$ cat src/rtl/phase1_cell_scheduler_pkg.sv
// Shared constants for the Phase 1 cell scheduler: FSM encodings, the
// half-shell neighbour count and the half-shell offset table.
package phase1_cell_scheduler_pkg;

    localparam int         N_NEIGHBORS = 14;
    localparam logic [3:0] LAST_OFFSET = 4'd13;

    localparam logic [1:0] ST_IDLE  = 2'd0;
    localparam logic [1:0] ST_ISSUE = 2'd1;
    localparam logic [1:0] ST_DRAIN = 2'd2;
    localparam logic [1:0] ST_DONE  = 2'd3;

    localparam logic signed [1:0] OFF_M1 = 2'sb11;
    localparam logic signed [1:0] OFF_Z  = 2'sb00;
    localparam logic signed [1:0] OFF_P1 = 2'sb01;

    typedef struct packed {
        logic signed [1:0] dx;
        logic signed [1:0] dy;
        logic signed [1:0] dz;
    } offset_t;

    // Half-shell table: the five dz=0 neighbours first, then the dz=+1 plane
    // with dx varying fastest and dy slowest, each over -1..+1.
    function automatic offset_t half_shell_offset(input logic [3:0] idx);
        offset_t o;
        case (idx)
            4'd0:    o = '{OFF_Z,  OFF_Z,  OFF_Z};
            4'd1:    o = '{OFF_P1, OFF_Z,  OFF_Z};
            4'd2:    o = '{OFF_M1, OFF_P1, OFF_Z};
            4'd3:    o = '{OFF_Z,  OFF_P1, OFF_Z};
            4'd4:    o = '{OFF_P1, OFF_P1, OFF_Z};
            4'd5:    o = '{OFF_M1, OFF_M1, OFF_P1};
            4'd6:    o = '{OFF_Z,  OFF_M1, OFF_P1};
            4'd7:    o = '{OFF_P1, OFF_M1, OFF_P1};
            4'd8:    o = '{OFF_M1, OFF_Z,  OFF_P1};
            4'd9:    o = '{OFF_Z,  OFF_Z,  OFF_P1};
            4'd10:   o = '{OFF_P1, OFF_Z,  OFF_P1};
            4'd11:   o = '{OFF_M1, OFF_P1, OFF_P1};
            4'd12:   o = '{OFF_Z,  OFF_P1, OFF_P1};
            4'd13:   o = '{OFF_P1, OFF_P1, OFF_P1};
            default: o = '{OFF_Z,  OFF_Z,  OFF_Z};
        endcase
        return o;
    endfunction

endpackage

$ cat src/rtl/phase1_cell_scheduler_offset_rom.sv
// Combinational half-shell offset ROM: 4-bit neighbour index to signed
// per-axis cell offsets.
module phase1_cell_scheduler_offset_rom
    import phase1_cell_scheduler_pkg::*;
(
    input  logic              [3:0] idx,
    output logic signed       [1:0] dx,
    output logic signed       [1:0] dy,
    output logic signed       [1:0] dz
);

    offset_t off_s;

    // Table lookup of the neighbour offset for the requested index.
    always_comb begin
        off_s = half_shell_offset(idx);
    end

    assign dx = off_s.dx;
    assign dy = off_s.dy;
    assign dz = off_s.dz;

endmodule

$ cat src/rtl/phase1_cell_scheduler.sv
// Phase 1 cell scheduler: walks every home cell and its 14 half-shell
// neighbours, handing one (home, neighbour) pair per handshake to the force
// pipeline, then waits for the pipeline to drain before signalling done.
module phase1_cell_scheduler
    import phase1_cell_scheduler_pkg::*;
#(
    parameter int CX_W         = 2,
    parameter int CY_W         = 2,
    parameter int CZ_W         = 2,
    parameter int DRAIN_CYCLES = 16
) (
    input  logic                        clk,
    input  logic                        reset,
    input  logic                        phase1_ready,
    input  logic                        double_buffer,
    output logic                        phase1_done,
    output logic                        pair_valid,
    input  logic                        pair_ready,
    output logic [CX_W+CY_W+CZ_W-1:0]   home_cell,
    output logic [CX_W+CY_W+CZ_W-1:0]   nbr_cell,
    output logic                        last_pair,
    output logic                        pos_bank,
    input  logic                        pipe_idle,
    output logic                        busy,
    output logic                        proto_err,
    output logic [31:0]                 phase_cycles
);

    localparam int                  CELL_W    = CX_W + CY_W + CZ_W;
    localparam int                  DCNT_W    = $clog2(DRAIN_CYCLES + 1);
    localparam logic [DCNT_W-1:0]   DRAIN_MAX = DCNT_W'(DRAIN_CYCLES);
    localparam logic [CELL_W-1:0]   HOME_ONE  = {{(CELL_W-1){1'b0}}, 1'b1};
    localparam logic [CELL_W-1:0]   HOME_LAST = {CELL_W{1'b1}};

    logic [1:0]         state_r, state_n_s;
    logic [3:0]         off_idx_r, off_n_s;
    logic [CELL_W-1:0]  home_r, home_n_s, nbr_r, nbr_n_s;
    logic               last_r, last_n_s;
    logic               valid_r, bank_r, done_r, busy_r, perr_r;
    logic [DCNT_W-1:0]  drain_cnt_r;
    logic [31:0]        cyc_r, phase_cycles_r;
    logic               fire_s, start_s, advance_s, drain_enter_s, done_enter_s;
    logic signed [1:0]  dx_s, dy_s, dz_s;

    assign fire_s        = valid_r & pair_ready;
    assign drain_enter_s = (state_r == ST_ISSUE) && (state_n_s == ST_DRAIN);
    assign done_enter_s  = (state_r == ST_DRAIN) && (state_n_s == ST_DONE);

    // Next-state logic and the strobes that load or advance the pair counters.
    always_comb begin
        state_n_s = state_r;
        start_s   = 1'b0;
        advance_s = 1'b0;
        case (state_r)
            ST_IDLE: begin
                if (phase1_ready) begin
                    state_n_s = ST_ISSUE;
                    start_s   = 1'b1;
                end else begin
                    state_n_s = ST_IDLE;
                end
            end
            ST_ISSUE: begin
                if (fire_s && last_r) begin
                    state_n_s = ST_DRAIN;
                end else if (fire_s) begin
                    advance_s = 1'b1;
                end else begin
                    state_n_s = ST_ISSUE;
                end
            end
            ST_DRAIN: begin
                if ((drain_cnt_r >= DRAIN_MAX) && pipe_idle) begin
                    state_n_s = ST_DONE;
                end else begin
                    state_n_s = ST_DRAIN;
                end
            end
            ST_DONE: begin
                if (!phase1_ready) begin
                    state_n_s = ST_IDLE;
                end else begin
                    state_n_s = ST_DONE;
                end
            end
            default: begin
                state_n_s = ST_IDLE;
            end
        endcase
    end

    // Next pair position: offset index innermost, then the {z,y,x} home
    // counter, which carries x into y into z by plain binary increment.
    always_comb begin
        off_n_s  = off_idx_r;
        home_n_s = home_r;
        if (start_s) begin
            off_n_s  = 4'd0;
            home_n_s = {CELL_W{1'b0}};
        end else if (advance_s) begin
            if (off_idx_r == LAST_OFFSET) begin
                off_n_s  = 4'd0;
                home_n_s = home_r + HOME_ONE;
            end else begin
                off_n_s  = off_idx_r + 4'd1;
                home_n_s = home_r;
            end
        end else begin
            off_n_s  = off_idx_r;
            home_n_s = home_r;
        end
    end

    phase1_cell_scheduler_offset_rom u_offset_rom (
        .idx (off_n_s),
        .dx  (dx_s),
        .dy  (dy_s),
        .dz  (dz_s)
    );

    // Periodic wrap: the size casts fold the signed offset into each axis
    // width, and the per-axis sum drops its carry.
    always_comb begin
        nbr_n_s  = {home_n_s[CELL_W-1:CX_W+CY_W] + CZ_W'(dz_s),
                    home_n_s[CX_W+CY_W-1:CX_W]   + CY_W'(dy_s),
                    home_n_s[CX_W-1:0]           + CX_W'(dx_s)};
        last_n_s = (home_n_s == HOME_LAST) && (off_n_s == LAST_OFFSET);
    end

    // FSM state, handshake outputs and the registered pair presented downstream.
    always_ff @(posedge clk or posedge reset) begin
        if (reset) begin
            state_r   <= ST_IDLE;
            valid_r   <= 1'b0;
            busy_r    <= 1'b0;
            done_r    <= 1'b0;
            bank_r    <= 1'b0;
            perr_r    <= 1'b0;
            off_idx_r <= 4'd0;
            home_r    <= {CELL_W{1'b0}};
            nbr_r     <= {CELL_W{1'b0}};
            last_r    <= 1'b0;
        end else begin
            state_r <= state_n_s;
            valid_r <= (state_n_s == ST_ISSUE);
            busy_r  <= (state_n_s != ST_IDLE);
            done_r  <= (state_n_s == ST_DONE);
            if (start_s) begin
                bank_r <= double_buffer;
            end
            if (((state_r == ST_ISSUE) || (state_r == ST_DRAIN)) && !phase1_ready) begin
                perr_r <= 1'b1;
            end
            if (start_s || advance_s) begin
                off_idx_r <= off_n_s;
                home_r    <= home_n_s;
                nbr_r     <= nbr_n_s;
                last_r    <= last_n_s;
            end else if (state_n_s != ST_ISSUE) begin
                last_r    <= 1'b0;
            end
        end
    end

    // Drain delay counter and the per-phase cycle measurement.
    always_ff @(posedge clk or posedge reset) begin
        if (reset) begin
            drain_cnt_r    <= {DCNT_W{1'b0}};
            cyc_r          <= 32'd0;
            phase_cycles_r <= 32'd0;
        end else begin
            if (drain_enter_s) begin
                drain_cnt_r <= {DCNT_W{1'b0}};
            end else if ((state_r == ST_DRAIN) && (drain_cnt_r < DRAIN_MAX)) begin
                drain_cnt_r <= drain_cnt_r + {{(DCNT_W-1){1'b0}}, 1'b1};
            end
            if (start_s) begin
                cyc_r <= 32'd0;
            end else if ((state_r == ST_ISSUE) || (state_r == ST_DRAIN)) begin
                cyc_r <= cyc_r + 32'd1;
            end
            if (done_enter_s) begin
                phase_cycles_r <= cyc_r + 32'd1;
            end
        end
    end

    assign pair_valid   = valid_r;
    assign home_cell    = home_r;
    assign nbr_cell     = nbr_r;
    assign last_pair    = last_r;
    assign pos_bank     = bank_r;
    assign phase1_done  = done_r;
    assign busy         = busy_r;
    assign proto_err    = perr_r;
    assign phase_cycles = phase_cycles_r;

endmodule

$ cat config.mk
export PLATFORM = sky130hd
export DESIGN_NAME = phase1_cell_scheduler
export DESIGN_NICKNAME = d
export VERILOG_FILES = /design/src/rtl/phase1_cell_scheduler_pkg.sv /design/src/rtl/phase1_cell_scheduler_offset_rom.sv /design/src/rtl/phase1_cell_scheduler.sv
export SDC_FILE = /design/constraint.sdc
export NUM_CORES = 1
export LEC_CHECK = 0
export CORE_UTILIZATION = 61
export DETAILED_ROUTE_END_ITERATION = 16
export GPL_TIMING_DRIVEN = 0
export HOLD_SLACK_MARGIN = 0.15
export PLACE_DENSITY = 0.95
export RECOVER_POWER = 100
export SLEW_MARGIN = 0
export SYNTH_ARGS = -nofsm -noshare
export SYNTH_HDL_FRONTEND = slang
export SYNTH_SLANG_ARGS = --single-unit
$ cat constraint.sdc
create_clock -name clk -period 5.4 [get_ports clk]
set_input_delay 1.62 -clock clk [delete_from_list [all_inputs] [get_ports clk]]
set_output_delay 1.62 -clock clk [all_outputs]
set_load 0.02 [all_outputs]
==> impl_metrics.py <==
metrics = {
    "worst_setup_path": {
        "cpPeakStageDelay_ps": 640,
        "cp_max_fo": 7,
        "cp.required_ps": 5700,
        "r2r_slack_ps": 1860,
        "critical_path.endpoint_type": "flop",
        "worstSetupStartpointType": "primary input",
        "path_class": "in -> reg",
        "crit_path_cell_trace": "dlygate4sd3_1 > and4b_1 > clkbuf_1 > nand2_1 > mux2i_1 > or2_2 > clkbuf_1 > ha_1 > mux2_2 > o21ai_0 > ha_1 > xnor2_1 > nand3_1 > a31oi_1",
        "worstPathArrival_ps": 4940,
        "slowest_stage": "dlygate4sd3_1",
    },
    "synth": {
        "synthFlopType": "dfrtp_1",
        "ys_warn_count": 0,
        "synth_area_um2": 4920,
        "syn_area_per_cell_um2": 9.53,
        "synth_edf_count": 0,
        "yosysUniqueCellTypes": 48,
        "synth_seq_cells": 93,
        "synthCells": 517,
        "async_reset_ff_share_pct": 100,
        "syn_nets": 540,
        "yosysSeqAreaShare_pct": 47.3,
    },
    "layout": {
        "final_common_cell": "dfrtp_1",
        "layout_common_cells": "93 x dfrtp_1, 81 x nand2_1, 53 x dlygate4sd3_1",
        "nets": 607,
        "drive_gt1_share_pct": 6.62,
        "final_core_util_pct": 74.7,
        "layout.cells.non_filler": 691,
        "syn_to_final_growth_pct": 17.8,
        "diodes": 0,
        "stdcell_area_um2": 5800,
    },
    "worst_hold_path": {
        "worstHoldPathType": "reg -> reg",
    },
    "status": {
        "outcome": "complete, but fails checks",
        "violations": "max-capacitance violations, max-slew violations",
    },
    "grt": {
        "overflow": 0,
        "grt_pass1_wl_mm": 18.3,
        "grt_use_met2_pct": 47.5,
        "met1_usage_pct": 34.6,
        "busiest_layer": "met2",
        "grt_max_degree": 50,
        "first_global_vias": 3988,
        "grtUsageMet3_pct": 3.90,
        "antenna_found_initial": 0,
        "grtUsageTotal_pct": 27.7,
    },
    "power": {
        "switching_share_pct": 35.5,
        "p_per_area_nw_per_um2": 301,
        "p_comb_share_pct": 26.2,
        "ir_drop_v": 0.000276,
        "p_leak_nw": 2.72,
        "power.total_mw": 1.75,
        "p_switching_uw": 620,
        "p_clk_share_pct": 28.2,
        "power_frac_seq_pct": 45.6,
        "intPower_mw": 1.13,
    },
    "detailed_routing": {
        "drtAntennaViolNets": 0,
        "drt_first_pass_iters": 5,
        "drtIter0Drc": 221,
        "wire_per_inst_um": 15.8,
        "dr_total_vias": 4023,
        "drt-vias-per-instance": 5.82,
        "drc": 0,
        "wl_mm": 10.9,
    },
    "clocking": {
        "cts-buffers-inserted": 9,
        "cts_setup_buffers": 0,
        "cts_resized": 0,
        "htreeDepth": 3,
        "clock_latency_ps": 380,
        "root_buffer": "clkbuf_8",
        "clockBufferDepth": 2,
        "cts_tree": "yes",
        "hold_buffers": 0,
        "path_clk_slew_ps": 90,
        "cts.sinks": 93,
    },
    "placed_design": {
        "dp_hpwl_mm": 7.60,
        "place_worst_setup_slack_ps": 619,
        "gp_congestion": 0.911,
        "post-place-cells": 675,
        "io_buffer_count": 55,
        "placedInstanceArea_um2": 5630,
    },
    "floorplan": {
        "pin_count": 56,
        "design.die.area_um2": 8440,
        "core_area_um2": 7770,
        "die_y_um": 91.9,
        "initial_core_util_pct": 63.4,
        "rows": 32,
        "die_x_um": 91.9,
    },
    "sta": {
        "post-route-period-util_pct": 85.9,
        "fmax_mhz": 216,
        "finClkSkew_ps": 9.67,
        "maxSlewViolCount": 50,
        "tightest_slew_ps": 2100,
        "hold_viol": 0,
        "rsz0062_at_grt": "false",
        "fin_tns_setup_ps": 0,
        "finalWorstSetupSlack_ps": 761,
        "holdWs_ps": 472,
        "min_period_ps": 4640,
        "slew_headroom_pct": -40.7,
        "setup_viol": 0,
    },
    "job": {
        "max_cap_violations": 1,
    },
}
[routing by layer]
layer  share of wire [%]  up-vias
met4                 2.8        0
met3                 5.4       29
met1                  41     1970
met2                  50      147
li1                    -     1877
met5                   0        -
[cells in the mapped netlist (2+ instances only)]
library cell | number | area, um^2
a21o_1 | 4 | 30.0
a21oi_1 | 11 | 55.1
a31oi_1 | 2 | 12.5
and2_1 | 6 | 37.5
and3_1 | 8 | 50.1
and4_1 | 5 | 43.8
and4b_1 | 2 | 20.0
buf_1 | 3 | 11.3
buf_2 | 3 | 15.0
buf_4 | 5 | 37.5
clkbuf_1 | 13 | 48.8
dfrtp_1 | 93 | 2330
ha_1 | 17 | 213
inv_1 | 18 | 67.6
mux2_2 | 4 | 45.0
mux2i_1 | 4 | 40.0
nand2_1 | 81 | 304
nand3_1 | 24 | 120
nand3b_1 | 2 | 15.0
nand4_1 | 13 | 81.3
nand4_2 | 3 | 37.5
nor2_1 | 49 | 184
nor2b_1 | 2 | 12.5
nor3_1 | 6 | 30.0
nor4_4 | 2 | 42.5
o211ai_1 | 3 | 22.5
o21ai_0 | 35 | 175
o21ai_1 | 8 | 40.0
o21ai_2 | 3 | 26.3
or3_1 | 5 | 31.3
xnor2_1 | 27 | 236
xor2_1 | 40 | 350
[power by group through the flow]
stage | Clock, mW | Sequential [mW] | Combinational, mW
2_1_floorplan | 0 | 0.823 | 0.290
3_3_place_gp | 0 | 0.804 | 0.438
3_5_place_dp | 0 | 0.808 | 0.458
4_1_cts | 0.494 | 0.795 | 0.466
5_1_grt | 0.523 | 0.801 | 0.507
6_report | 0.492 | 0.797 | 0.459
[final timing paths]
| path | startpoint | endpoint | cells after the start |
|---|---|---|---|
| setup / recovery | pair_ready | nbr_cell[1]$_DFFE_PP0P_ | 14 |
| hold / removal | nbr_cell[2]$_DFFE_PP0P_ | nbr_cell[2]$_DFFE_PP0P_ | 2 |
| setup reg to reg | state_r[1]$_DFF_PP0_ | nbr_cell[1]$_DFFE_PP0P_ | 15 |
| hold reg to reg | nbr_cell[2]$_DFFE_PP0P_ | nbr_cell[2]$_DFFE_PP0P_ | 2 |
| max in group asynchronous | reset | home_cell[3]$_DFFE_PP0P_ | 3 |
| min in group asynchronous | reset | phase1_done$_DFF_PP0_ | 2 |
[layout make-up]
class,count,area (um^2)
multi-input cells,382,2410
flip-flops and latches,93,2330
fillers,540,1970
repair buffers,56,556
clock buffers,10,138
well taps,102,128
plain buffers,24,108
clock inverters,6,68.8
inverters,18,68.8
[sequential cells by signal, indices dropped and copies added, names as in the netlist, 2 cells and up]
register      flops
drain_cnt_r       5
cyc_r            32
home_cell         6
off_idx_r         4
state_r           2
phase_cycles     32
nbr_cell          6
[worst max-delay path: cells and delay by family]
kind	cells	cell delay, ps
buf+inv	3	1140
xor+xnor	1	150
compound gates	2	330
simple gates	4	740
fa+ha+maj	2	540
mux	2	410
[logic make-up (layout without fill, tap and decap cells)]
kind of cell | Yosys count | count (layout) | synth area share [%]
simple gates | 216 | 216 | 22.4
flops | 93 | 93 | 47.3
compound gates | 74 | 74 | 8.77
xor+xnor | 67 | 67 | 11.9
buf+inv | 42 | 114 | 3.66
fa+ha+maj | 17 | 17 | 4.32
mux | 8 | 8 | 1.73
Power figures use the tool's default switching activity.
==> edit, RTL diff (same settings) <==
Set the parameter `CY_W` to 3 (it was 2).
--- a/src/rtl/phase1_cell_scheduler.sv
+++ b/src/rtl/phase1_cell_scheduler.sv
@@ -7,3 +7,3 @@
     parameter int CX_W         = 2,
-    parameter int CY_W         = 2,
+    parameter int CY_W         = 3,
     parameter int CZ_W         = 2,
Interface: changed (resized home_cell and nbr_cell); port bits go from 56 to 58. No check against the original RTL was run, so the function may have changed too.
==> edit against the unedited design <==
The run still ends with max-capacitance violations, max-slew violations left; final area rose by 1.4%; worst hold slack lost 0.0052 ns; largest power group unchanged; highest routed layer unchanged; synthesized area is 1.5% higher; largest cell class unchanged; sequential cell count grew 2; worst setup slack worse by 0.34 ns; total power grew 1.2%; routed wire length increased by 7.6%; register-to-register slack lost 0.29 ns; critical endpoint is now nbr_cell[4].
==> edit: results (changes against the unedited design) <==
* Post-synthesis mux area share at 1.45% (-0.28 points)
* Max-slew violations at 47 (-6.0%)
* Fill cell count at 539 (-0.19%)
* Total power at 1.77 mW (+1.2%)
* WL met1 at 4610 µm (+2.6%)
* Failing checks: max-capacitance violations, max-slew violations
* P_clk at 474 µW (-4%)
* Hpwl dp at 8320 µm (+9.5%)
* Initial DRC Count at 366 (+66%)
* Pin count of the biggest net entering global routing at 51 (+2.0%)
* Met2 Usage GRT at 52.2% (+4.7 points)
* GRT met3 Usage at 5.83% (+1.9 points)
* First-pass GRT wire length at 20100 µm (+9.4%)
* Most common library cells after synthesis: 95 x dfrtp_1, 88 x nand2_1, 58 x nor2_1
* Static leakage at 2.74 nW (+0.66%)
* WL/cell at 16.6 µm (+4.9%)
* Yosys cell types at 50 (+4.2%)
* Post-Syn Nets at 559 (+3.5%)
* Final net count at 627 (+3.3%)
* Outcome: finished with violations
* Launching element of the worst setup path: phase1_ready
* Worst-Margin Slew at 1.96 ns (-0.137 ns)
* Clk_skew at 0.0114 ns (+0.00177 ns)
* R2R Setup Slk at 1.57 ns (-0.29 ns)
* CP Max Fanout at 19 (+12)
* Tmin final at 4.98 ns (+0.341 ns)
* Utilization after layout at 75.3% (+0.63 points)
* Routability Congestion at 0.875 (-4.0%)
* Main area contributors after synthesis: dfrtp_1 48%, xor2_1 9.5%, nand2_1 6.6%
* Max Cap Viol at 1 (unchanged)
* Peak supply drop at 0.239 mV (-13%)
* Worst reg2reg path depth at 13 (-2)
## edit: cell count changes after synthesis, sizes merged, moves of 4 or more
cell	change
nand3	+6
xor2	+14
clkbuf	+6
nand2	+8
nor2	+9
o21ai	-4
and4	-5
xnor2	-9
## edit: worst min path at each step
| stage | start | to | slack, ns | cells past startpoint |
|---|---|---|---|---|
| 2_1_floorplan | drain_cnt_r[4] | drain_cnt_r[4] | 0.49 | 2 |
| 3_5_place_dp | proto_err | proto_err | 0.46 | 1 |
| 3_3_place_gp | proto_err | proto_err | 0.44 | 1 |
| 4_1_cts | proto_err | proto_err | 0.48 | 1 |
| 5_1_grt | proto_err | proto_err | 0.51 | 1 |
| 6_report | proto_err | proto_err | 0.47 | 1 |
## edit: area by class of cell
cell class | count | area share (%)
well taps | 102 | 2.17
repair buffers | 58 | 9.79
flip-flops and latches | 95 | 40.4
plain buffers | 26 | 1.94
clock inverters | 6 | 1.15
multi-input cells | 397 | 41.4
inverters | 16 | 1.04
clock buffers | 9 | 2.11
